$ cat config.mk
export PLATFORM = sky130hd
export DESIGN_NAME = conv3x3_kernel_8bit
export DESIGN_NICKNAME = d
export VERILOG_FILES = /design/src/rtl/conv3x3_kernel_8bit.sv
export SDC_FILE = /design/constraint.sdc
export NUM_CORES = 2
export LEC_CHECK = 0
export CAP_MARGIN = 10
export CORE_MARGIN = 4
export CORE_UTILIZATION = 55
export DETAILED_ROUTE_END_ITERATION = 6
export PLACE_DENSITY = 0.75
export REMOVE_ABC_BUFFERS = 1
export SYNTH_ARGS = -nofsm -noshare
export SYNTH_HDL_FRONTEND = slang
export SYNTH_SLANG_ARGS = --single-unit
$ cat constraint.sdc
create_clock -name clk -period 4.3 [get_ports clk]
set_input_delay 0.86 -clock clk [delete_from_list [all_inputs] [get_ports clk]]
set_output_delay 0.86 -clock clk [all_outputs]
set_load 0.005 [all_outputs]
$ cat src/rtl/conv3x3_kernel_8bit.sv
// 3x3 signed-coefficient convolution on window taps from the window generator.
// Three-stage pipeline, shadow/active coefficient banks, border suppression.
//
// Ports:
//   clk, rstn         clock, asynchronous active-low reset
//   frame_start       one-cycle pulse before the first pixel of a frame
//   din_valid         window taps valid this cycle
//   din0..din8        unsigned taps, row-major, din4 is the centre
//   coef_we           shadow bank write strobe
//   coef_addr         0..8 coefficient k0..k8, 9 shift, 10..15 ignored
//   coef_data         signed coefficient, or shift in bits [3:0]
//   dout, dout_valid  filtered pixel and its strobe
module conv3x3_kernel_8bit #(
    parameter int IMG_W = 640,
    parameter int IMG_H = 480
) (
    input  logic       clk,
    input  logic       rstn,
    input  logic       frame_start,
    input  logic       din_valid,
    input  logic [7:0] din0,
    input  logic [7:0] din1,
    input  logic [7:0] din2,
    input  logic [7:0] din3,
    input  logic [7:0] din4,
    input  logic [7:0] din5,
    input  logic [7:0] din6,
    input  logic [7:0] din7,
    input  logic [7:0] din8,
    input  logic       coef_we,
    input  logic [3:0] coef_addr,
    input  logic [7:0] coef_data,
    output logic [7:0] dout,
    output logic       dout_valid
);

    localparam int CW = (IMG_W > 2) ? $clog2(IMG_W) : 1;
    localparam int RW = (IMG_H > 2) ? $clog2(IMG_H) : 1;

    localparam logic [CW-1:0] COL_LAST = CW'(IMG_W - 1);
    localparam logic [RW-1:0] ROW_LAST = RW'(IMG_H - 1);
    localparam logic [CW-1:0] COL_MIN  = CW'(2);
    localparam logic [RW-1:0] ROW_MIN  = RW'(2);

    logic [7:0]         taps [9];
    logic signed [7:0]  shadow_k [9];
    logic signed [7:0]  active_k [9];
    logic [3:0]         shadow_shift;
    logic [3:0]         active_shift;

    logic [CW-1:0]      col;
    logic [RW-1:0]      row;
    logic [CW-1:0]      eff_col;
    logic [RW-1:0]      eff_row;
    logic               win_ok;

    logic signed [16:0] prod [9];
    logic signed [16:0] s1_p [9];
    logic               s1_valid;
    logic [3:0]         s1_shift;

    logic signed [18:0] s2_row [3];
    logic               s2_valid;
    logic [3:0]         s2_shift;

    logic signed [20:0] total;
    logic signed [20:0] shifted;
    logic [7:0]         sat;

    always_comb begin
        taps[0] = din0;
        taps[1] = din1;
        taps[2] = din2;
        taps[3] = din3;
        taps[4] = din4;
        taps[5] = din5;
        taps[6] = din6;
        taps[7] = din7;
        taps[8] = din8;
    end

    // Commit reads the shadow before any same-cycle write lands,
    // so a write coincident with frame_start waits for the next frame.
    always_ff @(posedge clk or negedge rstn) begin
        if (!rstn) begin
            for (int i = 0; i < 9; i++) begin
                shadow_k[i] <= (i == 4) ? 8'sd1 : 8'sd0;
                active_k[i] <= (i == 4) ? 8'sd1 : 8'sd0;
            end
            shadow_shift <= 4'd0;
            active_shift <= 4'd0;
        end else begin
            if (frame_start) begin
                for (int i = 0; i < 9; i++) begin
                    active_k[i] <= shadow_k[i];
                end
                active_shift <= shadow_shift;
            end
            if (coef_we) begin
                if (coef_addr <= 4'd8) begin
                    shadow_k[coef_addr] <= coef_data;
                end else if (coef_addr == 4'd9) begin
                    shadow_shift <= coef_data[3:0];
                end
            end
        end
    end

    // A pixel arriving with frame_start is position (0,0) of the new frame.
    assign eff_col = frame_start ? '0 : col;
    assign eff_row = frame_start ? '0 : row;
    assign win_ok  = din_valid && (eff_col >= COL_MIN)
                     && (eff_row >= ROW_MIN);

    always_ff @(posedge clk or negedge rstn) begin
        if (!rstn) begin
            col <= '0;
            row <= '0;
        end else if (din_valid) begin
            if (eff_col == COL_LAST) begin
                col <= '0;
                row <= (eff_row == ROW_LAST) ? '0 : eff_row + 1'b1;
            end else begin
                col <= eff_col + 1'b1;
                row <= eff_row;
            end
        end else if (frame_start) begin
            col <= '0;
            row <= '0;
        end
    end

    always_comb begin
        for (int i = 0; i < 9; i++) begin
            prod[i] = 17'($signed({1'b0, taps[i]})) * 17'(active_k[i]);
        end
    end

    always_comb begin
        total   = 21'(s2_row[0]) + 21'(s2_row[1]) + 21'(s2_row[2]);
        shifted = total >>> s2_shift;
        if (shifted < 21'sd0) begin
            sat = 8'd0;
        end else if (shifted > 21'sd255) begin
            sat = 8'd255;
        end else begin
            sat = shifted[7:0];
        end
    end

    // Shift travels with the data so a commit never splits a window.
    always_ff @(posedge clk or negedge rstn) begin
        if (!rstn) begin
            for (int i = 0; i < 9; i++) begin
                s1_p[i] <= '0;
            end
            s1_valid <= 1'b0;
            s1_shift <= 4'd0;
            for (int r = 0; r < 3; r++) begin
                s2_row[r] <= '0;
            end
            s2_valid   <= 1'b0;
            s2_shift   <= 4'd0;
            dout       <= 8'd0;
            dout_valid <= 1'b0;
        end else begin
            for (int i = 0; i < 9; i++) begin
                s1_p[i] <= prod[i];
            end
            s1_valid <= win_ok;
            s1_shift <= active_shift;
            for (int r = 0; r < 3; r++) begin
                s2_row[r] <= 19'(s1_p[3*r]) + 19'(s1_p[3*r+1])
                             + 19'(s1_p[3*r+2]);
            end
            s2_valid   <= s1_valid;
            s2_shift   <= s1_shift;
            dout_valid <= s2_valid;
            if (s2_valid) begin
                dout <= sat;
            end
        end
    end

endmodule

==> implementation parameters <==
Parameter                              Value

Routing
  Iteration-0 DRC Markers ... roughly 1700
  Final routed DRC violation total ... 0
  Via count ... 27928
  Antenna Violating Nets Remaining ... 0
  Vias per std cell ... ~5.4
  First-pass iteration count of the detailed router ... 6
  Sum of routed wire length over all layers ... between 90 and 100 mm
  Average wire length per cell after detail routing ... between 15 and 20 µm

Clocking
  CTS Hold Bufs ... 0
  Root Buffer Master ... sky130_fd_sc_hd__clkbuf_16
  Total number of clock tree sinks ... 400
  CTS buffer count ... 46
  H-tree lvl count ... 2
  Number of buffers on the longest clock path ... 3
  Post-CTS clock slew at the launch and capture registers of the worst setup and hold paths ... 70 ps
  Later-pin clock latency in the skew report ... between 500 and 600 ps
  TritonCTS clock tree ... built

Yosys
  Simple-gate area share of the yosys netlist ... 0.128
  Synth Instances ... approximately 3600
  Dominant register cell in the synthesized netlist ... sky130_fd_sc_hd__dfrtp_1
  Synth Cell Area ... between 30000 and 40000 µm²
  Warnings from Yosys ... 0
  Post-synthesis compound-gate area fraction ... 0.0684
  Post-Synth XOR/XNOR Area ... 0.0352
  Sequential share of the synthesized area ... 0.272
  Ys async rst share ... 1.00
  Multiplexer share of the synthesized area ... 0.0496
  Count of flip-flops with a built-in enable after synthesis ... 0
  Mapped Avg Cell Area ... around 10 µm²
  Arithmetic-cell share of the synthesized area counting full adders, half adders and majority gates ... 0.378
  Main combinational cell family by area after synthesis ... adder cells
  Number of distinct library cells after synthesis ... 76
  Number of storage elements in the synthesis netlist ... 400

GRT
  Number of global-route vias before repair ... ~30000
  Pin count of the biggest net entering global routing ... 100
  Total routing resource utilization after global routing ... 0.260
  Global-route congestion overflow total ... 0
  Wire length of the first global-routing pass ... between 100 and 150 mm
  Antenna violations before repair ... 3

Critical path
  Crit path max fanout ... 4
  Worst-case register-to-register setup slack ... -190 ps
  Worst r2r path cells ... 20
  Crit Path Class ... reg -> reg
  Endpoint class of the critical path ... flip-flop
  Required @ worst endpoint ... 4770 ps
  Setup crit start kind ... flip-flop
  Beginning of the worst register-to-register path ... active_k[50]$_DFFE_PN0P_
  Data arrival at the endpoint of the critical path ... slightly below 5000 ps
  Worst setup startpoint ... active_k[50]$_DFFE_PN0P_
  Crit Reg-Reg Endpoint ... s1_p[118]$_DFF_PN0_

Die
  Core outline area ... 66100 µm²
  Die footprint ... 71200 µm²
  Starting density of the core ... 0.558
  Row count ... 94
  Number of I/O pins ... 98
  Height of the chip ... 267 µm
  Die Span X ... between 200 and 300 µm

STA
  Count of endpoints failing hold in the final timing report ... 0
  Post-route clock skew ... about 14 ps
  Number of pins exceeding their max-slew limit in the final report ... 0
  Final period util ... 1.04
  Final period demand of the worst path ... between 4000 and 5000 ps
  Slew margin rel. ... 0.172
  Final setup viols ... 40
  Post-route setup slack ... -193 ps
  Tightest Pin Transition ... roughly 1200 ps
  Maximum clock frequency ... around 220 MHz
  Worst Hold Slack ... 316 ps
  Unrepaired setup endpoints after global routing ... true

Finish
  NumNets Final ... around 5200
  Layout cells sized above 1 ... 0.316
  Most common cell after layout, fill and taps aside ... sky130_fd_sc_hd__inv_1
  Most frequent cells in the layout ... sky130_fd_sc_hd__inv_1 (555), sky130_fd_sc_hd__buf_4 (492), sky130_fd_sc_hd__ha_1 (403)
  Layout area overhead ... 27.2%
  Core utilization of the finished layout ... 0.709
  Post-layout instance area ... 46900 µm²

Hold path
  Min-Delay Path Class ... in -> async

Placed design
  IO Port Bufs ... 97
  Placed instance area ... between 40000 and 50000 µm²
  Routability cong. ... around 0.9
  HPWL Detailed ... 65.3 mm

Run
  Number of maximum-capacitance violations ... 0

Outcome
  Result of the run ... finished with violations
  Violated checks ... setup timing
-- what timing repair did --
item / CTS / global route
buffers inserted: 151 / 69
pin swaps: 251 / 267
setup endpoints to repair: 63 / 70
resized for setup: 564 / 367
-- kinds of logic (layout without fill, tap and decap cells) --
group                      after synthesis  count (layout)
buffers and inverters                  681            1388
muxes                                  163             163
other                                    0               2
AOI/OAI and AO/OA                      397             397
DFF                                    400             400
adders and majority gates              868             868
xor gates and xnor gates               148             148
and+or+nand+nor                        923             923
-- worst max-delay path, stage by stage (launching register included) --
cell and delay [ps]:
sky130_fd_sc_hd__dfrtp_2 460, sky130_fd_sc_hd__buf_6 150, sky130_fd_sc_hd__and2_4 140, sky130_fd_sc_hd__fa_1 490, sky130_fd_sc_hd__ha_1 300, sky130_fd_sc_hd__inv_1 50
sky130_fd_sc_hd__fa_1 470, sky130_fd_sc_hd__fa_1 550, sky130_fd_sc_hd__inv_2 60, sky130_fd_sc_hd__ha_4 220, sky130_fd_sc_hd__nor2b_4 130, sky130_fd_sc_hd__o21ai_2 150
sky130_fd_sc_hd__a21boi_2 90, sky130_fd_sc_hd__o21ai_2 170, sky130_fd_sc_hd__a21boi_2 80, sky130_fd_sc_hd__o21ai_1 110, sky130_fd_sc_hd__nand2b_1 120, sky130_fd_sc_hd__a21o_1 200
sky130_fd_sc_hd__a21oi_2 210, sky130_fd_sc_hd__o21ai_2 90, sky130_fd_sc_hd__xnor2_1 130
-- final cells by class --
type / count / area (µm²)
flip-flops and latches: 400 / 10100
repair buffers: 673 / 5410
multi-input cells: 2499 / 26300
diodes: 2 / 5.00
clock buffers: 60 / 1320
inverters: 630 / 2370
clock inverters: 25 / 362
fillers: 4315 / 19200
well taps: 864 / 1080
-- synth_stat cells, drive strengths merged (4+ instances only) --
master  number  share of area
mux2i       15         0.0041
xor2        27         0.0064
xnor2      121          0.029
o41ai        4        0.00095
o21a        10         0.0021
fa         407           0.22
nor2b       25         0.0042
o31ai        4         0.0012
o211ai      11         0.0022
ha         461           0.16
clkbuf      42         0.0043
nand2      290          0.030
a21oi      111          0.016
and2       313          0.053
nand2b      86          0.015
nor3        17         0.0023
or3         12         0.0020
nand3       19         0.0026
nor2       126          0.013
and3         7         0.0012
a211o        6         0.0014
mux2       147          0.045
nand3b       5         0.0010
a211oi       5         0.0013
inv        630          0.064
a21boi      35         0.0072
o21ai      132          0.018
dfrtp      398           0.27
nor3b        4        0.00081
a21o        39         0.0080
nor4         4        0.00068
buf          9        0.00098
o21bai       5         0.0010
nand4        9         0.0015
-- stage by stage --
step	setup TNS, ps	std cells	worst slack (ps)
global placement	-72130	4877	-1310
global route	-11200	5151	-389
detailed placement	-78390	4877	-1460
floorplan	-15750	3529	-644
finish	-4550	5153	-193
CTS	-849	5109	-112
-- how the worst max path moves through the flow --
stage / end / slack, ps / depth (start not counted)
final: s1_p[118]$_DFF_PN0_ / -190 / 20
after global routing: s1_p[50]$_DFF_PN0_ / -390 / 19
after CTS: s1_p[66]$_DFF_PN0_ / -110 / 19
after detailed placement: s1_p[33]$_DFF_PN0_ / -1460 / 20
after global placement: s1_p[152]$_DFF_PN0_ / -1310 / 20
after floorplan: s1_p[16]$_DFF_PN0_ / -640 / 19
-- registers in the layout, summed over array words and instances (netlist names) --
name / flops
active_shift: 4
s2_shift: 4
dout: 8
row: 9
shadow_shift: 4
s2_row: 57
s1_valid: 1
s1_p: 153
shadow_k: 72
s2_valid: 1
dout_valid: 1
active_k: 72
col: 10
s1_shift: 4
-- metal layers --
layer / GRT usage / part of all wire / routed length (µm)
met1: 0.343 / 0.41 / 39800
met2: 0.448 / 0.50 / 49000
met3: 0.0365 / 0.052 / 5050
met4: 0.0832 / 0.041 / 4060
met5: 0 / 0 / 0
Power is not shown: default switching activity piles up to over one toggle a cycle in this logic, so the estimate is an artifact.
